==> src/rtl/clint_axi_lite_master.sv <==
// clint_axi_lite_master
//   Converts single-beat CLINT register requests into AXI-Lite transactions.
//   Only one transaction is outstanding at a time. Misaligned requests never
//   reach the bus and are answered with an error.
//
// Ports
//   clk_i, rst_ni                 clock, asynchronous active-low reset
//   req_valid_i/req_ready_o       command handshake (ready only while idle)
//   req_we_i, req_addr_i,
//   req_wdata_i                   command: direction, byte address, write data
//   rsp_valid_o                   one-cycle response pulse
//   rsp_rdata_o, rsp_err_o        response data/error, held until next response
//   aw_*/w_*/b_*                  AXI-Lite write channels (master side)
//   ar_*/r_*                      AXI-Lite read channels (master side)
module clint_axi_lite_master #(
    parameter int unsigned AXI_ADDR_WIDTH = 64,
    parameter int unsigned AXI_DATA_WIDTH = 64
) (
    input  logic                      clk_i,
    input  logic                      rst_ni,
    input  logic                      req_valid_i,
    output logic                      req_ready_o,
    input  logic                      req_we_i,
    input  logic [AXI_ADDR_WIDTH-1:0] req_addr_i,
    input  logic [63:0]               req_wdata_i,
    output logic                      rsp_valid_o,
    output logic [63:0]               rsp_rdata_o,
    output logic                      rsp_err_o,
    output logic [AXI_ADDR_WIDTH-1:0] aw_addr_o,
    output logic                      aw_valid_o,
    input  logic                      aw_ready_i,
    output logic [63:0]               w_data_o,
    output logic [7:0]                w_strb_o,
    output logic                      w_valid_o,
    input  logic                      w_ready_i,
    input  logic [1:0]                b_resp_i,
    input  logic                      b_valid_i,
    output logic                      b_ready_o,
    output logic [AXI_ADDR_WIDTH-1:0] ar_addr_o,
    output logic                      ar_valid_o,
    input  logic                      ar_ready_i,
    input  logic [63:0]               r_data_i,
    input  logic [1:0]                r_resp_i,
    input  logic                      r_valid_i,
    output logic                      r_ready_o
);

    if (AXI_DATA_WIDTH != 64) begin : g_data_width_check
        $fatal(1, "clint_axi_lite_master: only AXI_DATA_WIDTH=64 is supported");
    end

    typedef enum logic [2:0] {
        IDLE,
        WRITE,
        WAIT_B,
        READ,
        WAIT_R,
        RESP
    } state_e;

    state_e                    state_q;
    logic [AXI_ADDR_WIDTH-1:0] addr_q;
    logic [63:0]               wdata_q;
    logic                      req_ready_q;
    logic                      aw_valid_q;
    logic                      w_valid_q;
    logic                      b_ready_q;
    logic                      ar_valid_q;
    logic                      r_ready_q;
    logic                      rsp_valid_q;
    logic [63:0]               rsp_rdata_q;
    logic                      rsp_err_q;

    // A channel is finished once its valid is gone or it handshakes this cycle.
    logic aw_done;
    logic w_done;
    assign aw_done = !aw_valid_q || aw_ready_i;
    assign w_done  = !w_valid_q  || w_ready_i;

    // Only the SLVERR/DECERR bit of the response codes matters.
    logic unused_resp_lsb;
    assign unused_resp_lsb = b_resp_i[0] ^ r_resp_i[0];

    // The transfer direction is captured by the state itself (WRITE vs READ).
    always_ff @(posedge clk_i or negedge rst_ni) begin
        if (!rst_ni) begin
            state_q     <= IDLE;
            addr_q      <= '0;
            wdata_q     <= '0;
            req_ready_q <= 1'b1;
            aw_valid_q  <= 1'b0;
            w_valid_q   <= 1'b0;
            b_ready_q   <= 1'b0;
            ar_valid_q  <= 1'b0;
            r_ready_q   <= 1'b0;
            rsp_valid_q <= 1'b0;
            rsp_rdata_q <= '0;
            rsp_err_q   <= 1'b0;
        end else begin
            unique case (state_q)
                IDLE: begin
                    if (req_valid_i && req_ready_q) begin
                        addr_q      <= req_addr_i;
                        wdata_q     <= req_wdata_i;
                        req_ready_q <= 1'b0;
                        if (req_addr_i[2:0] != 3'b000) begin
                            state_q <= RESP;
                        end else if (req_we_i) begin
                            state_q    <= WRITE;
                            aw_valid_q <= 1'b1;
                            w_valid_q  <= 1'b1;
                        end else begin
                            state_q    <= READ;
                            ar_valid_q <= 1'b1;
                        end
                    end
                end
                WRITE: begin
                    if (aw_valid_q && aw_ready_i) aw_valid_q <= 1'b0;
                    if (w_valid_q && w_ready_i)   w_valid_q  <= 1'b0;
                    if (aw_done && w_done) begin
                        state_q   <= WAIT_B;
                        b_ready_q <= 1'b1;
                    end
                end
                WAIT_B: begin
                    if (b_valid_i) begin
                        state_q     <= RESP;
                        b_ready_q   <= 1'b0;
                        rsp_valid_q <= 1'b1;
                        rsp_rdata_q <= '0;
                        rsp_err_q   <= b_resp_i[1];
                    end
                end
                READ: begin
                    if (ar_ready_i) begin
                        state_q    <= WAIT_R;
                        ar_valid_q <= 1'b0;
                        r_ready_q  <= 1'b1;
                    end
                end
                WAIT_R: begin
                    if (r_valid_i) begin
                        state_q     <= RESP;
                        r_ready_q   <= 1'b0;
                        rsp_valid_q <= 1'b1;
                        rsp_rdata_q <= r_data_i;
                        rsp_err_q   <= r_resp_i[1];
                    end
                end
                RESP: begin
                    // Bus paths arrive with the pulse already raised. A
                    // misaligned request arrives without it, so RESP spends
                    // one extra cycle raising the error pulse first.
                    if (rsp_valid_q) begin
                        state_q     <= IDLE;
                        rsp_valid_q <= 1'b0;
                        req_ready_q <= 1'b1;
                    end else begin
                        rsp_valid_q <= 1'b1;
                        rsp_rdata_q <= '0;
                        rsp_err_q   <= 1'b1;
                    end
                end
                default: begin
                    state_q <= IDLE;
                end
            endcase
        end
    end

    assign req_ready_o = req_ready_q;
    assign rsp_valid_o = rsp_valid_q;
    assign rsp_rdata_o = rsp_rdata_q;
    assign rsp_err_o   = rsp_err_q;
    assign aw_addr_o   = addr_q;
    assign aw_valid_o  = aw_valid_q;
    assign w_data_o    = wdata_q;
    assign w_strb_o    = 8'hFF;
    assign w_valid_o   = w_valid_q;
    assign b_ready_o   = b_ready_q;
    assign ar_addr_o   = addr_q;
    assign ar_valid_o  = ar_valid_q;
    assign r_ready_o   = r_ready_q;

endmodule
==> config.mk <==
export PLATFORM = sky130hd
export DESIGN_NAME = clint_axi_lite_master
export DESIGN_NICKNAME = d
export VERILOG_FILES = /design/src/rtl/clint_axi_lite_master.sv
export SDC_FILE = /design/constraint.sdc
export NUM_CORES = 1
export LEC_CHECK = 0
export BUFFER_PORTS_ARGS = -buffer_cell sky130_fd_sc_hd__buf_2
export CORE_AREA = 10 10 178 180
export DETAILED_ROUTE_END_ITERATION = 7
export DIE_AREA = 0 0 188 190
export PLACE_DENSITY_LB_ADDON = 0.25
export SLEW_MARGIN = 40
export SYNTH_ARGS = -nofsm -noshare
export SYNTH_HDL_FRONTEND = slang
export SYNTH_SLANG_ARGS = --single-unit
==> constraint.sdc <==
create_clock -name clk_i -period 1.9 [get_ports clk_i]
set_input_delay 0.285 -clock clk_i [delete_from_list [all_inputs] [get_ports clk_i]]
set_output_delay 0.285 -clock clk_i [all_outputs]
set_load 0.01 [all_outputs]
* Word-level counts from Yosys, hierarchy flattened
Index checks and enable logic that the tools add are counted.
** Storage, ports and cells
- Word-level logic and storage cells :: 97
- Output and inout bits :: 272
- Bits in registers :: 203
** Cells by class
- Equality and inequality tests :: 17
- Mux-type cells :: 42
- Reductions and logical operators :: 26
** Operators with widths (count)
- 64-bit two-way mux :: 3
- 64-bit case mux with 3 select lines :: 1
- 2-bit inequality test (second input constant) :: 12
- 1-bit two-way mux :: 21
- 3-bit two-way mux :: 7
- 3-bit case mux with 6 select lines :: 1
- 5-bit AND reduction :: 3
- 1-bit case mux with 2 select lines :: 6
- 3-bit AND reduction :: 4
- 2-bit nonzero test :: 5
- 3-bit by 2-bit == test with 1-bit output (second input constant) :: 2
- 3-bit == test (second input constant) :: 2
- 1-bit case mux with 3 select lines :: 2
- 6-bit AND reduction :: 1
- 3-bit nonzero test :: 2
- 1-bit logical AND :: 4
- 4-bit AND reduction :: 1
- 3-bit by 1-bit == test with 1-bit output (second input constant) :: 1
- 3-bit logical NOT :: 1
- 1-bit logical NOT :: 2
- 1-bit logical OR :: 2
- 2-bit two-way mux :: 1
- 2-bit AND reduction :: 1

* Depth between registers and ports, before layout
Gate-level depths: netlist of the first run.
- Depth in word-level cells :: 5
- Mapped depth :: 7

* Worst setup path after synthesis of the first run
OpenSTA, ideal clock, no wires.
- Path kind :: register to register
- Start point :: reg req_ready_q (netlist: req_ready_o)
- End point :: reg addr_q[0] (netlist: ar_addr_o[0])
- Cell stages (with the launch flop) :: 6
- Clock period less this slack :: 1.661 ns
- Path buffers :: 2
- Arrival :: 1.536 ns
- Required time :: 1.775 ns
- Setup slack :: 0.239 ns
- Path through :: dfstp_2 > nand2_1 > nor4_2 > buf_4 > buf_6 > mux2_2
** On the way
- Longest elaborated chain between the ends :: 2
** Ends and longest elaborated chain
- start, declared :: RTL line 64 : logic req_ready_q;
- start signal, assigned :: RTL line 90 : req_ready_q <= 1'b1;
- start signal, assigned :: RTL line 105 : req_ready_q <= 1'b0;
- start signal, assigned :: RTL line 158 : req_ready_q <= 1'b1;
- 1-bit logical AND :: RTL line 102 : if (req_valid_i && req_ready_q) begin
- 2-bit AND reduction (no source line)
- end signal, assigned :: RTL line 103 : addr_q <= req_addr_i;
- end, declared :: RTL line 62 : logic [AXI_ADDR_WIDTH-1:0] addr_q;
No other way between the ends.
A chain may end at the register's enable or synchronous reset.

* Worst setup path after layout of the first run
- Start point :: reg state_q[1]
- End point :: reg addr_q[40] (netlist: ar_addr_o[40])
** On the way
- Longest elaborated chain between the ends :: 2
** Ends and longest elaborated chain
- start, declared :: RTL line 61 : state_e state_q;
- start signal, assigned :: RTL line 87 : state_q <= IDLE;
- start signal, assigned :: RTL line 107 : state_q <= RESP;
- start signal, assigned :: RTL line 109 : state_q <= WRITE;
- 3-bit logical NOT :: RTL line 100 : unique case (state_q)
- 2-bit AND reduction (no source line)
No other way between the ends.

==> results_dict.tcl, run 1 <==
set metrics [dict create \
    status "finished clean" \
    setup_violators_final 0 \
    ff2ff_path_depth 4 \
    setup.worst_path.start_class "flip-flop" \
    numClockSinks 203 \
    cts_repair_resize_count 0 \
    worst-endpoint-arrival_ns 2.15 \
    detail_route.wirelength.met1_mm 11.3 \
    post_synthesis_cell_area_um2 8640 \
    static_leakage_nw 6.61 \
    syn_to_final_growth_pct 55.3 \
    cts_tree "done" \
    fin_skew_ns 0.00958 \
    cts_root_buf "sky130_fd_sc_hd__clkbuf_16" \
    chipWidth_um 188 \
    cts_buffer_depth 3 \
    grt_usage 0.160 \
    met2WireLength_mm 16.0 \
    initial_antenna_violation_count 1 \
    grt_first_pass_wirelength_mm 46.2 \
    setup_tns_ns 0 \
    start_util 0.306 \
    routed.top_layer "met4" \
    synth_instances 710 \
    place.gp.congestion 0.783 \
    multi_input_comb_area_um2 2700 \
    final_max_slew_viols 0 \
    grt_setup_unrepaired "no" \
    endpoint_kind "flip-flop" \
    synth_cell_type_count 34 \
    max_cap_viol_count 0 \
    switching_share 0.373 \
    final_core_util 0.475 \
    proportion_of_layout_cells_with_a_drive_suffix_above_1 0.508 \
    finalWirelength_mm 30.1 \
    grt_remaining_overflow 0 \
    postSynthRegisterBits 203 \
    ios 477 \
    detailed_placement_hpwl_mm 22.1 \
    vias_in_the_first_global_route 7815 \
    holdCritPathClass "input port to flip-flop" \
    met3RoutedLength_mm 2.37 \
    cts.reportedPaths.clkPinSlew_ns 0.06 \
    route.detailed.wl_per_inst_um 17.7 \
    number_of_hold_slack_violations_in_the_final_timing_report 0 \
    clock_insertion_delay_worst_skew_ns 0.51 \
    fp.dieArea_um2 35700 \
    grt_max_degree 69 \
    die_h_um 190 \
    port_buffers 466 \
    yosysWarnings 0 \
    pwr-share-clk 0.204 \
    worstPathRequired_ns 2.29 \
    htreeDepth 1 \
    total_vias_in_the_final_route 7247 \
    finalNetCount 1500 \
    min_delay_path_depth 3 \
    switchingPower_mw 7.81 \
    seq_area_frac_synth 0.588 \
    post-route-min-period_ns 1.76 \
    drc_violations_left 0 \
    final.period_utilization 0.926 \
    vdd_drop_max_mv 0.781 \
    max_freq_mhz 568 \
    top_fanout_value_on_the_critical_path 33 \
    number_of_detailed_routing_iterations_run_before_antenna_repair 4 \
    p_int_mw 13.1 \
    site_rows 62 \
    avgSynthCellArea_um2 12.2 \
    first_iter_violations 222 \
    cts_inserted_buffers 24 \
    ant_nets 0 \
    proportion_of_power_drawn_by_combinational_gates 0.446 \
    seq_power_share 0.351 \
    core-area_um2 28200 \
    total_of_fill_cells_in_the_finished_design 2648 \
    worst_setup_path_type "flip-flop to flip-flop" \
    regArea_um2 5080 \
    power.density_cell_area_nw_per_um2 1560 \
    drt-vias-per-instance 4.28 \
]
synth_stat cells, drive strengths merged:
library cell | number | area, um^2
clkbuf | 12 | 47.6
inv | 5 | 18.8
a31oi | 5 | 31.3
o22ai | 1 | 6.26
nor4 | 2 | 18.8
nand2 | 144 | 541
a211o | 1 | 8.76
a221oi | 1 | 8.76
buf | 100 | 831
mux2 | 128 | 1440
o211ai | 3 | 22.5
nand3 | 2 | 10.0
nor3 | 2 | 10.0
conb | 1 | 3.75
o21ai | 77 | 404
a21oi | 6 | 30.0
nor2 | 7 | 28.8
a221o | 1 | 10.0
nand2b | 2 | 12.5
a32oi | 1 | 27.5
or2 | 1 | 8.76
dfstp | 1 | 26.3
or3 | 1 | 6.26
dfrtp | 202 | 5050
a22oi | 1 | 7.51
nor2b | 2 | 12.5
and2b | 1 | 7.51
timing repair:
item,CTS,global route
setup endpoints to repair,0,0
hold buffers,168,0
hold endpoints to repair,202,0
buffers inserted,0,0
stage by stage:
stage	instances	area (um^2)	hold WS [ns]	setup slack (ns)	total power [mW]
after floorplan	717	8660	-0.0106	0.239	13.2
after global placement	1485	11000	0.242	0.148	16.5
after detailed placement	1485	11000	0.247	0.131	16.6
after CTS	1694	13400	0.000126	0.125	21.2
after global routing	1695	13400	0.00699	0.0316	22.3
final	1695	13400	0.0206	0.140	21.0
cell families (layout without fill, tap and decap cells):
family,count (synthesis),after routing,synth area share
compound gates,97,97,0.0645
other cells,1,9,0.000434
buf+inv,117,710,0.104
simple gates,164,164,0.0759
mux,128,128,0.167
flops,203,203,0.588
power by group through the flow:
stage | clock, mW | combinational (mW) | sequential, mW
2_1_floorplan | 0 | 5.02 | 8.19
3_3_place_gp | 0 | 9.15 | 7.33
3_5_place_dp | 0 | 9.19 | 7.40
4_1_cts | 4.42 | 9.49 | 7.34
5_1_grt | 4.58 | 10.1 | 7.65
6_report | 4.27 | 9.34 | 7.35
final cells by class:
type,instances,share of cell area
flip-flops and latches,203,0.379
repair buffers,664,0.329
multi-input cells,397,0.201
clock buffers,38,0.0525
well taps,384,0.0358
clock inverters,3,0.00140
inverters,5,0.00140
diodes,1,0.000187
flip-flops by register name, indices dropped and copies added, names as in the netlist:
name         count
ar_addr_o       64
ar_valid_o       1
aw_valid_o       1
b_ready_o        1
r_ready_o        1
req_ready_o      1
rsp_err_o        1
rsp_rdata_o     64
rsp_valid_o      1
state_q          3
w_data_o        64
w_valid_o        1
worst max-delay path: stages (launching register included):
cell and delay, ns:
sky130_fd_sc_hd__dfrtp_1 0.49, sky130_fd_sc_hd__nor4_4 0.34, sky130_fd_sc_hd__buf_12 0.21, sky130_fd_sc_hd__buf_12 0.22
sky130_fd_sc_hd__mux2_2 0.37
path summary, 6_finish.rpt:
path / start / to / slack (ns)
max: state_q[1] / ar_addr_o[40] / 0.14
min: r_data_i[63] / rsp_rdata_o[63] / 0.02
max reg2reg: state_q[1] / ar_addr_o[40] / 0.14
min reg2reg: rsp_rdata_o[37] / rsp_rdata_o[37] / 0.47
max in group asynchronous: rst_ni / state_q[0] / 0.93
min in group asynchronous: rst_ni / rsp_rdata_o[28] / 0.27
routing by layer:
metal / track usage / up-vias
li1: - / 3465
met1: 0.174 / 3469
met2: 0.295 / 279
met3: 0.0489 / 34
met4: 0.0385 / 0
met5: 0 / -
cell usage in the layout (no fill, tap or decap), drive strengths merged, types with 6 or more instances in the layout:
master,n
dfrtp,202
nor2,7
buf,495
o21ai,77
mux2,128
clkbuf,39
dlygate4sd3,168
a21oi,6
nand2,144
conb,8
(Power assumes the default switching activity.)
==> inputs of run 2 (changes only) <==
--- a/config.mk
+++ b/config.mk
@@ -5,10 +5,11 @@
 export SDC_FILE = /design/constraint.sdc
 export NUM_CORES = 1
 export LEC_CHECK = 0
+export ABC_AREA = 1
 export BUFFER_PORTS_ARGS = -buffer_cell sky130_fd_sc_hd__buf_2
-export CORE_AREA = 10 10 178 180
+export CORE_AREA = 10 10 175 177
 export DETAILED_ROUTE_END_ITERATION = 7
-export DIE_AREA = 0 0 188 190
+export DIE_AREA = 0 0 185 187
 export PLACE_DENSITY_LB_ADDON = 0.25
 export SLEW_MARGIN = 40
 export SYNTH_ARGS = -nofsm -noshare
==> constraint.sdc (replaced) <==
create_clock -name clk_i -period 2.1 [get_ports clk_i]
set_input_delay 0.315 -clock clk_i [delete_from_list [all_inputs] [get_ports clk_i]]
set_output_delay 0.315 -clock clk_i [all_outputs]
set_load 0.01 [all_outputs]
==> results_dict.tcl, run 2 <==
set metrics [dict create \
    seq_area_frac_synth 0.574 \
    holdCritPathClass "input port to flip-flop" \
    port_buffers 466 \
    proportion_of_layout_cells_with_a_drive_suffix_above_1 0.371 \
    grt_max_degree 100 \
    netlist.top_cell.by_area "sky130_fd_sc_hd__dfrtp_1" \
    first_iter_violations 475 \
    most-common-layout-cells "sky130_fd_sc_hd__buf_2 (465), sky130_fd_sc_hd__nand2_1 (427), sky130_fd_sc_hd__dfrtp_1 (202)" \
    place.gp.congestion 0.856 \
    post_synthesis_cell_area_um2 8850 \
    yosysWarnings 0 \
    core-area_um2 27300 \
    grt_usage 0.176 \
    route.detailed.wl_per_inst_um 17.8 \
    worst_setup_path_type "flip-flop to flip-flop" \
    antenna_cells_inserted 0 \
    drc_violations_left 0 \
    crit_path_top_delay_cell "sky130_fd_sc_hd__dfrtp_1" \
    endpoint_kind "flip-flop" \
    die_h_um 187 \
    synth_top_cell_area_share 0.571 \
    worstPathRequired_ns 2.49 \
    clock_insertion_delay_worst_skew_ns 0.51 \
    slew-limit-headroom 0.561 \
    worst_setup_path_startpoint "state_q[1]" \
    max_freq_mhz 549 \
    total_vias_in_the_final_route 8235 \
    synth_edf_count 0 \
    grt_remaining_overflow 0 \
    status "finished clean" \
    synth_flop_cell "sky130_fd_sc_hd__dfrtp_1" \
    synth.most_common_cell "sky130_fd_sc_hd__nand2_1" \
    finalWirelength_mm 32.0 \
    cts_buffer_depth 3 \
    numClockSinks 203 \
    synth_instances 1017 \
    setup_tns_ns 0 \
    timing.hold.worst.start "req_wdata_i[54]" \
    cts_root_buf "sky130_fd_sc_hd__clkbuf_16" \
    grt_first_pass_wirelength_mm 49.1 \
    synth_cell_type_count 22 \
    setup_violators_final 0 \
    avgSynthCellArea_um2 8.70 \
    max_cap_viol_count 0 \
    setup.worst_path.start_class "flip-flop" \
    htreeDepth 1 \
    critical-path-top-cell-by-count "sky130_fd_sc_hd__nand2_1" \
    synth_simple_gate_area_frac 0.301 \
    fraction_of_synthesized_cell_area_in_xor_and_xnor_cells 0 \
    drt-vias-per-instance 4.58 \
    finalNetCount 1643 \
    vdd_drop_max_mv 0.776 \
    ant_nets 0 \
    fp.dieArea_um2 34600 \
    worst-endpoint-arrival_ns 2.21 \
    synth_fa_ha_area_frac 0 \
    start_util 0.324 \
    crit_family "simple AND/OR/NAND/NOR gates" \
    grt_setup_unrepaired "no" \
    postSynthRegisterBits 203 \
    postCtsSetupBuffers 0 \
    cp_num_buf_inv 2 \
    post-route-min-period_ns 1.82 \
    synthTopCellsByArea "sky130_fd_sc_hd__dfrtp_1 (57%), sky130_fd_sc_hd__nand2_1 (18%), sky130_fd_sc_hd__nand3_1 (11%)" \
    fin_skew_ns 0.0121 \
    cts_tree "done" \
    timing.rr.start "state_q[1]" \
    syn_to_final_growth_pct 36.9 \
    worst_hold_slack_ns 0.0314 \
    static_leakage_nw 7.24 \
    cp_slowest_stage_delay_ns 0.47 \
    number_of_detailed_routing_iterations_run_before_antenna_repair 5 \
    ios 477 \
    crit_path_cell_trace "nor2_2 > nand2_1 > inv_4 > buf_12 > o21ai_0 > nand4_1 > nand2_1" \
    top_fanout_value_on_the_critical_path 62 \
    cts.reportedPaths.clkPinSlew_ns 0.06 \
    vias_in_the_first_global_route 8375 \
    site_rows 61 \
    power.density_cell_area_nw_per_um2 1480 \
    layout.cells.most_common "sky130_fd_sc_hd__buf_2" \
    netlist_top_cells_count "sky130_fd_sc_hd__nand2_1 (428), sky130_fd_sc_hd__dfrtp_1 (202), sky130_fd_sc_hd__nand3_1 (201)" \
    initial_antenna_violation_count 0 \
    detailed_placement_hpwl_mm 23.8 \
    worst-slew-pin-transition_ns 0.658 \
    largest_family_of_logic_cells_by_synthesized_area "simple AND/OR/NAND/NOR gates" \
    post_synth_mux_area_share 0 \
    synth_async_sr_flop_share 1.00 \
    final_max_slew_viols 0 \
    final.period_utilization 0.868 \
    compound_gate_fraction_of_synth_area 0.00863 \
    chipWidth_um 185 \
    number_of_hold_slack_violations_in_the_final_timing_report 0 \
    cts_inserted_buffers 24 \
]
[run 2: changes by cell type in the layout (fill, tap and decap cells not counted), sizes merged, moves of 5 or more]
cell         before  now
o21ai            77   10
clkinv            3    8
mux2            128    0
nand3             2  201
nand2           144  428
clkbuf           39   31
a31oi             5    0
a21oi             6    1
dlygate4sd3     168   29
inv               5   25
[run 2: per-layer routing]
metal / vias to the layer above / global-route usage / wire, um
met2: 303 / 0.305 / 16000
li1: 3993 / - / -
met5: - / 0 / 0
met3: 45 / 0.0458 / 2540
met4: 0 / 0.0503 / 796
met1: 3894 / 0.208 / 12600
[run 2: layout make-up]
type                            instances  area, um^2
Multi-Input combinational cell        660        2780
Fill cell                            2770       15200
Tap cell                              346         433
Sequential cell                       203        5080
Timing Repair Buffer                  523        2970
Clock inverter                         10         103
Clock buffer                           30         644
Inverter                               26         103
[run 2: cell families (layout without fill, tap and decap cells)]
| kind of cell | count (synthesis) | after routing |
|---|---|---|
| DFF | 203 | 203 |
| buffers and inverters | 161 | 589 |
| AOI/OAI and AO/OA | 14 | 14 |
| other | 1 | 8 |
| and+or+nand+nor | 638 | 638 |
[run 2: path summary, 6_finish.rpt]
path                            endpoint  slack, ns  depth (start not counted)
max                            w_valid_o       0.28                          7
min                         w_data_o[54]       0.03                          3
max reg2reg                    w_valid_o       0.28                          7
min reg2reg                 w_data_o[60]       0.46                          2
max in group asynchronous  ar_addr_o[49]       0.98                          3
min in group asynchronous   w_data_o[16]       0.40                          2
[run 2: power by group]
group	leakage [nW]	switching, mW	internal, mW
Combinational	4.27	4.83	2.74
Sequential	2.60	0.985	5.38
Clock	0.370	1.60	2.40
[run 2: what timing repair did]
action,4_1_cts,5_1_grt
hold buffers,29,0
endpoints found under the setup margin,0,8
resized for setup,0,1
endpoints found under the hold margin,89,0
[run 2: through the flow]
step / power (mW) / setup slack [ns] / util / cells / cell area [um^2]
6_report: 17.9 / 0.277 / 0.443 / 1798 / 12100
5_1_grt: 19.3 / 0.106 / 0.443 / 1798 / 12100
4_1_cts: 18.3 / 0.129 / 0.443 / 1798 / 12100
3_5_place_dp: 14.1 / 0.154 / 0.405 / 1729 / 11100
3_3_place_gp: 14.0 / 0.171 / 0.405 / 1729 / 11100
2_1_floorplan: 11.3 / 0.573 / - / 1024 / 8870
[run 2: tightest hold or removal path, delay by kind of cell]
kind / cells / cell delay [ns]
and+or+nand+nor: 2 / 0.12
buffers and inverters: 1 / 0.07
